`config.mk`:
```
export PLATFORM = sky130hd
export DESIGN_NAME = cdb_arbiter_flat
export DESIGN_NICKNAME = d
export VERILOG_FILES = /design/src/rtl/cdb_arbiter_if.sv /design/src/rtl/cdb_arbiter.sv /design/src/flat_wrapper.sv
export SDC_FILE = /design/constraint.sdc
export NUM_CORES = 1
export LEC_CHECK = 0
export BUFFER_PORTS_ARGS = -buffer_cell sky130_fd_sc_hd__buf_4
export CORE_UTILIZATION = 34
export DETAILED_ROUTE_END_ITERATION = 10
export PLACE_DENSITY_LB_ADDON = 0.12
export RECOVER_POWER = 100
export SLEW_MARGIN = 5
export SYNTH_ARGS = -nofsm -noshare
export SYNTH_HDL_FRONTEND = slang
export SYNTH_SLANG_ARGS = --single-unit
```
`constraint.sdc`:
```
create_clock -name Clock -period 2 [get_ports Clock]
set_clock_uncertainty 0.2 [all_clocks]
set_input_delay 0.3 -clock Clock [delete_from_list [all_inputs] [get_ports Clock]]
set_output_delay 0.3 -clock Clock [all_outputs]
set_load 0.01 [all_outputs]
```
`src/rtl/cdb_arbiter_if.sv`:
```
// Common data bus arbitration interface: four result requesters on one side,
// the arbiter and its registered broadcast on the other.
//
// Handshake: a requester raises Req[i] with TagIn/DataIn slice i valid and
// holds all three stable until it sees Grant[i] high (combinational, same
// cycle). The rising Clock edge with Grant[i]=1 is the transfer. The requester
// then drops Req[i] the following cycle unless it has a new result ready.
// Nothing is queued on the arbiter side, so an ungranted request that is
// withdrawn simply vanishes. The broadcast is valid for exactly the cycles
// in which CdbValid is high.
interface cdb_arbiter_if #(
  parameter int DATA_W = 16,
  parameter int TAG_W  = 3
);
  logic                  Run;
  logic [3:0]            Req;
  logic [4*TAG_W-1:0]    TagIn;
  logic [4*DATA_W-1:0]   DataIn;
  logic [3:0]            Grant;
  logic                  CdbValid;
  logic [TAG_W-1:0]      CdbTag;
  logic [DATA_W-1:0]     CdbData;
  logic                  Conflict;
  logic [1:0]            Ptr;

  // Requester / environment side
  modport master (
    output Run, Req, TagIn, DataIn,
    input  Grant, CdbValid, CdbTag, CdbData, Conflict, Ptr
  );

  // Arbiter side
  modport slave (
    input  Run, Req, TagIn, DataIn,
    output Grant, CdbValid, CdbTag, CdbData, Conflict, Ptr
  );
endinterface

```
`src/rtl/cdb_arbiter.sv`:
```
// Round-robin arbiter for a four-source common data bus. One requester is
// granted per enabled cycle; its tag and result are registered onto the bus
// at the granting edge and the rotating pointer moves just past the winner,
// so no continuously requesting source waits more than four enabled cycles.
module cdb_arbiter #(
  parameter int DATA_W = 16,
  parameter int TAG_W  = 3
) (
  input  logic          Clock,
  input  logic          Reset,
  cdb_arbiter_if.slave  bus
);

  logic              cdb_valid_q, cdb_valid_d;
  logic [TAG_W-1:0]  cdb_tag_q,   cdb_tag_d;
  logic [DATA_W-1:0] cdb_data_q,  cdb_data_d;
  logic [1:0]        ptr_q,       ptr_d;

  logic [3:0] grant;
  logic [1:0] grant_idx;
  logic [1:0] idx;
  logic       found;
  logic       multi_req;

  // Priority search starting at the pointer, wrapping modulo four.
  always_comb begin
    grant     = '0;
    grant_idx = '0;
    idx       = '0;
    found     = 1'b0;
    if (!Reset && bus.Run) begin
      for (int k = 0; k < 4; k++) begin
        idx = ptr_q + 2'(k);
        if (!found && bus.Req[idx]) begin
          found     = 1'b1;
          grant_idx = idx;
        end
      end
    end
    if (found) begin
      grant = 4'b0001 << grant_idx;
    end
  end

  // Two or more requests present: x & (x-1) clears the lowest set bit.
  always_comb begin
    multi_req = ((bus.Req & (bus.Req - 4'd1)) != 4'd0);
  end

  // Next broadcast and pointer: capture the winner, otherwise hold tag/data.
  always_comb begin
    cdb_valid_d = found;
    cdb_tag_d   = cdb_tag_q;
    cdb_data_d  = cdb_data_q;
    ptr_d       = ptr_q;
    if (found) begin
      cdb_tag_d  = bus.TagIn[grant_idx*TAG_W +: TAG_W];
      cdb_data_d = bus.DataIn[grant_idx*DATA_W +: DATA_W];
      ptr_d      = grant_idx + 2'd1;
    end
  end

  // Broadcast and pointer registers; reset drops any pending arbitration.
  always_ff @(posedge Clock) begin
    if (Reset) begin
      cdb_valid_q <= 1'b0;
      cdb_tag_q   <= '0;
      cdb_data_q  <= '0;
      ptr_q       <= 2'd0;
    end else begin
      cdb_valid_q <= cdb_valid_d;
      cdb_tag_q   <= cdb_tag_d;
      cdb_data_q  <= cdb_data_d;
      ptr_q       <= ptr_d;
    end
  end

  assign bus.Grant    = grant;
  assign bus.Conflict = bus.Run & ~Reset & multi_req;
  assign bus.CdbValid = cdb_valid_q;
  assign bus.CdbTag   = cdb_tag_q;
  assign bus.CdbData  = cdb_data_q;
  assign bus.Ptr      = ptr_q;

endmodule

```
`src/flat_wrapper.sv`:
```
// flat-port wrapper written by rule: the top's interface ports become plain ports
module cdb_arbiter_flat 
#(
  parameter int DATA_W = 16,
  parameter int TAG_W  = 3
)
  (Clock, Reset, bus_Run, bus_Req, bus_TagIn, bus_DataIn, bus_Grant, bus_CdbValid, bus_CdbTag, bus_CdbData, bus_Conflict, bus_Ptr);
  cdb_arbiter_if #(.DATA_W(DATA_W), .TAG_W(TAG_W)) bus_i ();
  input  logic Clock;
  input  logic Reset;
  input wire logic [$bits(bus_i.Run)-1:0] bus_Run;
  input wire logic [$bits(bus_i.Req)-1:0] bus_Req;
  input wire logic [$bits(bus_i.TagIn)-1:0] bus_TagIn;
  input wire logic [$bits(bus_i.DataIn)-1:0] bus_DataIn;
  output wire logic [$bits(bus_i.Grant)-1:0] bus_Grant;
  output wire logic [$bits(bus_i.CdbValid)-1:0] bus_CdbValid;
  output wire logic [$bits(bus_i.CdbTag)-1:0] bus_CdbTag;
  output wire logic [$bits(bus_i.CdbData)-1:0] bus_CdbData;
  output wire logic [$bits(bus_i.Conflict)-1:0] bus_Conflict;
  output wire logic [$bits(bus_i.Ptr)-1:0] bus_Ptr;
  assign bus_i.Run = bus_Run;
  assign bus_i.Req = bus_Req;
  assign bus_i.TagIn = bus_TagIn;
  assign bus_i.DataIn = bus_DataIn;
  assign bus_Grant = bus_i.Grant;
  assign bus_CdbValid = bus_i.CdbValid;
  assign bus_CdbTag = bus_i.CdbTag;
  assign bus_CdbData = bus_i.CdbData;
  assign bus_Conflict = bus_i.Conflict;
  assign bus_Ptr = bus_i.Ptr;
  cdb_arbiter #(.DATA_W(DATA_W), .TAG_W(TAG_W)) u_core (.Clock(Clock), .Reset(Reset), .bus(bus_i));
endmodule
```
==> flow_summary.toml, run 1 <==
[pwr]
finalPower_uw = 1369
clockPowerShare_pct = 24.8
p_sw_share_pct = 28.89
vdd_drop_max_mv = 0.2802
seq_power_share_pct = 37.5
power.density_nw_per_um2 = 533.3
netSwitchingPower_uw = 395.4
leakage_uw = 0.001232
internal_power_uw = 973.2
combPwrFrac_pct = 37.7

[place]
portBuffers = 109
globalplace.congestion = 0.8279
dp_cells = 310
dp_hpwl_um = 3431
placed_cell_area_um2 = 2308

[global_route]
grt_antenna_before_repair = 0
grt_max_degree = 13
grt_overflow = 0
grtUsageTotal_pct = 22.43
grt_pass1_wl_um = 7141
grt_pass1_vias = 1576

[drt]
drt_iter0_markers = 75
drt_drc_violations_left = 0
drt-total-wl_um = 4794
ant_nets = 0
drtPass1Iterations = 5
wl_per_cell_um = 14.75
vias_per_cell = 5.188
via_count = 1686

[synthesis]
synth_edf_count = 0
synthCells = 140
synthArstFlopShare_pct = 0
netlist_area_um2 = 1310
synthesis.area_per_instance_um2 = 9.357
syn-num-nets = 223
synth_flop_cell = "dfxtp_1"
ys_types = 34
ys_seq_elements = 22
yosys_warnings = 0
seq_area_frac_synth_pct = 33.62

[outcome]
status = "finished with violations"
violations = "negative setup slack"

[critical_path]
crit_path_end_kind = "primary output"
arrival_ps = 1670
start_kind = "flip-flop"
worst_path_most_repeated_cell = "buf_6"
critical_path_class = "flip-flop to primary output"
crit_slowest_cell = "o32ai_4"
cp_max_fo = 4
required_ps = 1500
crit_family = "buffers and inverters"
max_stage_delay_ps = 350
crit_buf_inv = 3
cp_cell_sequence = "and2b_2, o32ai_4, buf_4, nor2_2, buf_6, buf_6"

[clocking]
cts_tree = "yes"
cts_sinks = 22
cts_buffers = 3
clkTransAtPathRegs_ps = 90
cts-root-buf = "clkbuf_8"
cts-hold-fix-buffers = 0
insertion_delay_ps = 270
htreeDepth = 1
clockBufferDepth = 2

[sta]
final_max_slew_viol_count = 0
slew_headroom_pct = 79.59
max_freq_mhz = 459.9
layout_setup_ws_ps = -174.4
hold_viol = 0
worstMarginPinSlew_ps = 306.2
min_period_over_period_pct = 108.7
finalSetupViolCount = 17
rsz0062_at_grt = "true"
min_period_ps = 2174

[die]
initial_core_util_pct = 35.52
die_w_um = 64.07
pin_count = 110
die_y_um = 64.07
die_area_um2 = 4105
core_um2 = 3689
fp-row-count = 22

[cells_and_area]
fin_area_um2 = 2566
area_growth_pct = 95.89
stdcell_count = 325
n_antenna_cell = 0
drive_gt1_share_pct = 63.18
nets = 361

[hold_path]
hold_path.class = "primary input to flip-flop"

[job]
max_cap_viol_count = 0
worst register-to-register path, cell delays in order, from the launching register on:
cell	delay [ps]
dfxtp_2	340
and2b_2	240
o32ai_4	350
buf_4	170
nor2_2	50
buf_6	130
buf_4	130
clkbuf_16	150
a22oi_2	120
a31oi_1	100
cell usage in the layout, fill, tap and decap left out, types with 2 or more instances in the layout:
cell	count
mux2_2	7
a21oi_1	3
o21ai_1	11
nor2_1	7
buf_4	124
nand2_1	13
buf_6	12
dfxtp_1	20
clkbuf_1	4
nor3_1	2
clkbuf_8	4
a222oi_1	11
a2bb2oi_1	3
a22oi_2	8
nor2_2	2
and2b_1	2
a31oi_1	5
mux2i_1	12
dfxtp_2	2
cell type report:
class,instances,area [um2]
clock buffer,4,55.05
multi-input combinational,107,863.3
inverter,1,3.754
fill,308,1122
sequential,22,442.9
timing repair buffer,143,1141
tap,48,60.06
timing repair:
| action | 4_1_cts | 5_1_grt |
|---|---|---|
| gates resized for setup | 15 | 19 |
| pin swaps | 7 | 23 |
| endpoints found under the setup margin | 8 | 23 |
| setup buffers | 7 | 3 |
| cloned | 0 | 1 |
stage by stage:
step	setup TNS (ps)	hold slack [ps]	worst slack, ps	utilization, %
after global routing	-3333	80.15	-247.2	69.57
after detailed placement	-906.1	270.4	-112.7	62.58
after floorplan	0	253.0	4.436	-
after global placement	-433.6	266.1	-52.85	62.58
after CTS	-1021	69.14	-118.9	66.72
final	-1504	67.54	-174.4	69.57
state kept, by name, summed over array words and instances (netlist names):
register / flops
u_core.bus.CdbTag: 3
u_core.bus.Ptr: 2
u_core.bus.CdbData: 16
u_core.bus.CdbValid: 1
final timing paths:
kind	from	end	slack, ps	depth (start not counted)
setup / recovery	u_core.bus.Ptr[0]	bus_Grant[3]	-170	6
hold / removal	bus_DataIn[48]	u_core.bus.CdbData[0]	70	3
setup reg to reg	u_core.bus.Ptr[0]	u_core.bus.CdbData[4]	-90	9
hold reg to reg	u_core.bus.CdbData[9]	u_core.bus.CdbData[9]	290	2
cell families after synthesis:
kind of cell / after synthesis / share of synthesized area, %
fa+ha+maj: 1 / 0.7641
xor+xnor: 1 / 0.6687
buf+inv: 11 / 5.540
mux: 20 / 16.05
flops: 22 / 33.62
simple gates: 38 / 15.19
compound gates: 47 / 28.18
power by group through the flow:
stage	combinational, uW	sequential, uW	clock (uW)
final	515	514	339
after CTS	494	512	341
after floorplan	172	538	0
after global routing	552	519	354
after detailed placement	465	519	0
after global placement	460	520	0
Yosys cell counts, types with 4 or more instances:
cell | count | area share [%]
a21oi_1 | 4 | 1.5
a222oi_1 | 11 | 8.4
a22oi_1 | 8 | 4.6
a31oi_1 | 5 | 2.4
buf_2 | 4 | 1.5
dfxtp_1 | 22 | 34
mux2_2 | 7 | 6.0
mux2i_1 | 12 | 9.2
nand2_1 | 14 | 4.0
nor2_1 | 9 | 2.6
o21ai_0 | 4 | 1.5
o21ai_1 | 9 | 3.4
routing by layer:
layer | vias to the layer above | GRT usage [%] | wire (um)
li1 | 814 | - | -
met1 | 782 | 25.74 | 1852
met2 | 81 | 39.76 | 2539
met3 | 9 | 4.286 | 311
met4 | 0 | 10.23 | 91
met5 | - | 0 | 0
(Power assumes the default switching activity.)
==> run 2, diff against run 1 <==
--- a/config.mk
+++ b/config.mk
@@ -6,8 +6,10 @@
 export NUM_CORES = 1
 export LEC_CHECK = 0
 export BUFFER_PORTS_ARGS = -buffer_cell sky130_fd_sc_hd__buf_4
+export CORE_MARGIN = 4
 export CORE_UTILIZATION = 34
 export DETAILED_ROUTE_END_ITERATION = 10
+export GPL_TIMING_DRIVEN = 0
 export PLACE_DENSITY_LB_ADDON = 0.12
 export RECOVER_POWER = 100
 export SLEW_MARGIN = 5
==> run 2 against run 1 <==
Count of clock-buffer cells in the layout decreased by 1. Combinational power decreased by 5.0%. Die area increased by 20%. Setup slack got worse by 5.0 ps. Critical path depth unchanged. The run still ends with negative setup slack left. Wire length increased by 2.9%. First-iteration DRC count increased by 37%. Critical endpoint is now bus_Grant[0]. Largest power group is now sequential cells. Hold slack improved by 1.9 ps.
==> flow_summary.toml, run 2 (same netlist as run 1, synthesis figures left out) <==
[outcome]
status = "finished with violations"
violations = "negative setup slack"

[global_route]
grt_antenna_before_repair = 0
grt_pass1_wl_um = 7686
grt_overflow = 0
grt_max_degree = 14
grtUsageTotal_pct = 18.88
grt_pass1_vias = 1666

[critical_path]
max_stage_delay_ps = 340
crit_slowest_cell = "dfxtp_2"
crit_family = "compound AO/OA/AOI/OAI gates"
start_kind = "flip-flop"
cp_cell_sequence = "and2b_2, o32ai_4, nand2_2, buf_8, a21oi_2, buf_4"
cp_max_fo = 4
crit_buf_inv = 2
crit_path_end_kind = "primary output"
required_ps = 1500
critical_path_class = "flip-flop to primary output"
arrival_ps = 1680

[die]
core_um2 = 3689
pin_count = 110
fp-row-count = 22
initial_core_util_pct = 35.52
die_y_um = 70.07
die_area_um2 = 4910
die_w_um = 70.07

[clocking]
clkTransAtPathRegs_ps = 90
insertion_delay_ps = 260
cts_tree = "yes"
clockBufferDepth = 2
cts-root-buf = "clkbuf_8"
cts_buffers = 3
htreeDepth = 1
cts_sinks = 22

[cells_and_area]
nets = 359
drive_gt1_share_pct = 55.64
fin_area_um2 = 2485
n_antenna_cell = 0
area_growth_pct = 89.68
largest_reg_flops = 16
final_common_cell = "buf_4"
layout_common_cells = "buf_4 (105), clkbuf_1 (22), dfxtp_1 (20)"

[drt]
drtPass1Iterations = 5
vias_per_cell = 5.118
drt_drc_violations_left = 0
ant_nets = 0
via_count = 1653
drt_iter0_markers = 103
drt-total-wl_um = 4933
wl_per_cell_um = 15.27

[job]
max_cap_viol_count = 0

[pwr]
netSwitchingPower_uw = 393.7
leakage_uw = 0.001162
combPwrFrac_pct = 34.2
p_sw_share_pct = 27.53
finalPower_uw = 1430
seq_power_share_pct = 35.8
clockPowerShare_pct = 30.1
vdd_drop_max_mv = 0.4310
power.density_nw_per_um2 = 575.4
internal_power_uw = 1036

[sta]
worstMarginPinSlew_ps = 538.7
min_period_ps = 2179
min_period_over_period_pct = 109.0
layout_setup_ws_ps = -179.3
hold_viol = 0
slew_headroom_pct = 64.09
max_freq_mhz = 458.9
finalSetupViolCount = 15
final_max_slew_viol_count = 0
rsz0062_at_grt = "true"

[hold_path]
hold_path.class = "primary input to flip-flop"

[place]
placed_cell_area_um2 = 2188
portBuffers = 109
globalplace.congestion = 0.7564
dp_hpwl_um = 3531
[run 2: changes by cell type in the layout (fill, tap and decap cells not counted), moves of 2 or more]
cell,previous run,this run
buf_4,124,105
mux2_4,0,2
buf_8,1,3
buf_6,12,9
a22oi_1,0,5
a22oi_2,8,3
clkbuf_1,4,22
[run 2: layout make-up]
| type | count | area [um2] |
|---|---|---|
| buffer | 10 | 95.09 |
| inverter | 1 | 6.256 |
| tap | 48 | 60.06 |
| fill | 342 | 1204 |
| clock buffer | 3 | 41.29 |
| multi-input combinational | 107 | 862.1 |
| timing repair buffer | 131 | 947.2 |
| clock inverter | 1 | 30.03 |
| sequential | 22 | 442.9 |
[run 2: through the flow]
stage          hold WS [ps]  util, %  std cells  setup TNS [ps]  worst slack [ps]
2_1_floorplan         253.0        -        140               0             4.436
5_1_grt               87.05    67.37        323           -3381            -283.0
4_1_cts               67.10    65.40        315          -791.4            -125.0
3_3_place_gp          269.6    59.33        297           -2969            -354.8
6_report              69.40    67.37        323           -1012            -179.3
3_5_place_dp          268.2    59.33        297           -3301            -372.5
[run 2: repair_timing]
| item | in CTS | in global routing |
|---|---|---|
| hold buffers | 0 | 0 |
| pin swaps | 12 | 16 |
| buffers inserted | 14 | 10 |
| gates resized for setup | 19 | 22 |
| endpoints found under the setup margin | 21 | 23 |
[run 2: power by group through the flow]
stage / logic (uW) / registers [uW] / clock network, uW
global placement: 428 / 519 / 0
finish: 489 / 511 / 430
CTS: 469 / 510 / 436
detailed placement: 431 / 519 / 0
floorplan: 172 / 538 / 0
global route: 529 / 519 / 456
[run 2: path summary, 6_finish.rpt]
check	from	end	depth (start not counted)	slack, ps
hold reg to reg	u_core.bus.CdbData[9]	u_core.bus.CdbData[9]	2	290
setup reg to reg	u_core.bus.Ptr[0]	u_core.bus.CdbData[0]	8	-60
setup / recovery	u_core.bus.Ptr[0]	bus_Grant[0]	6	-180
hold / removal	bus_DataIn[51]	u_core.bus.CdbData[3]	3	70
[run 2: tightest hold or removal path, stage by stage]
cell and delay [ps]:
buf_4 80, a222oi_1 70, o21ai_1 70
[run 2: layer usage]
layer / track usage [%] / vias up / routed length (um)
met5: 0 / - / 0
met2: 34.31 / 70 / 2588
met1: 21.47 / 768 / 1904
met3: 6.187 / 2 / 421
li1: - / 813 / -
met4: 3.617 / 0 / 19
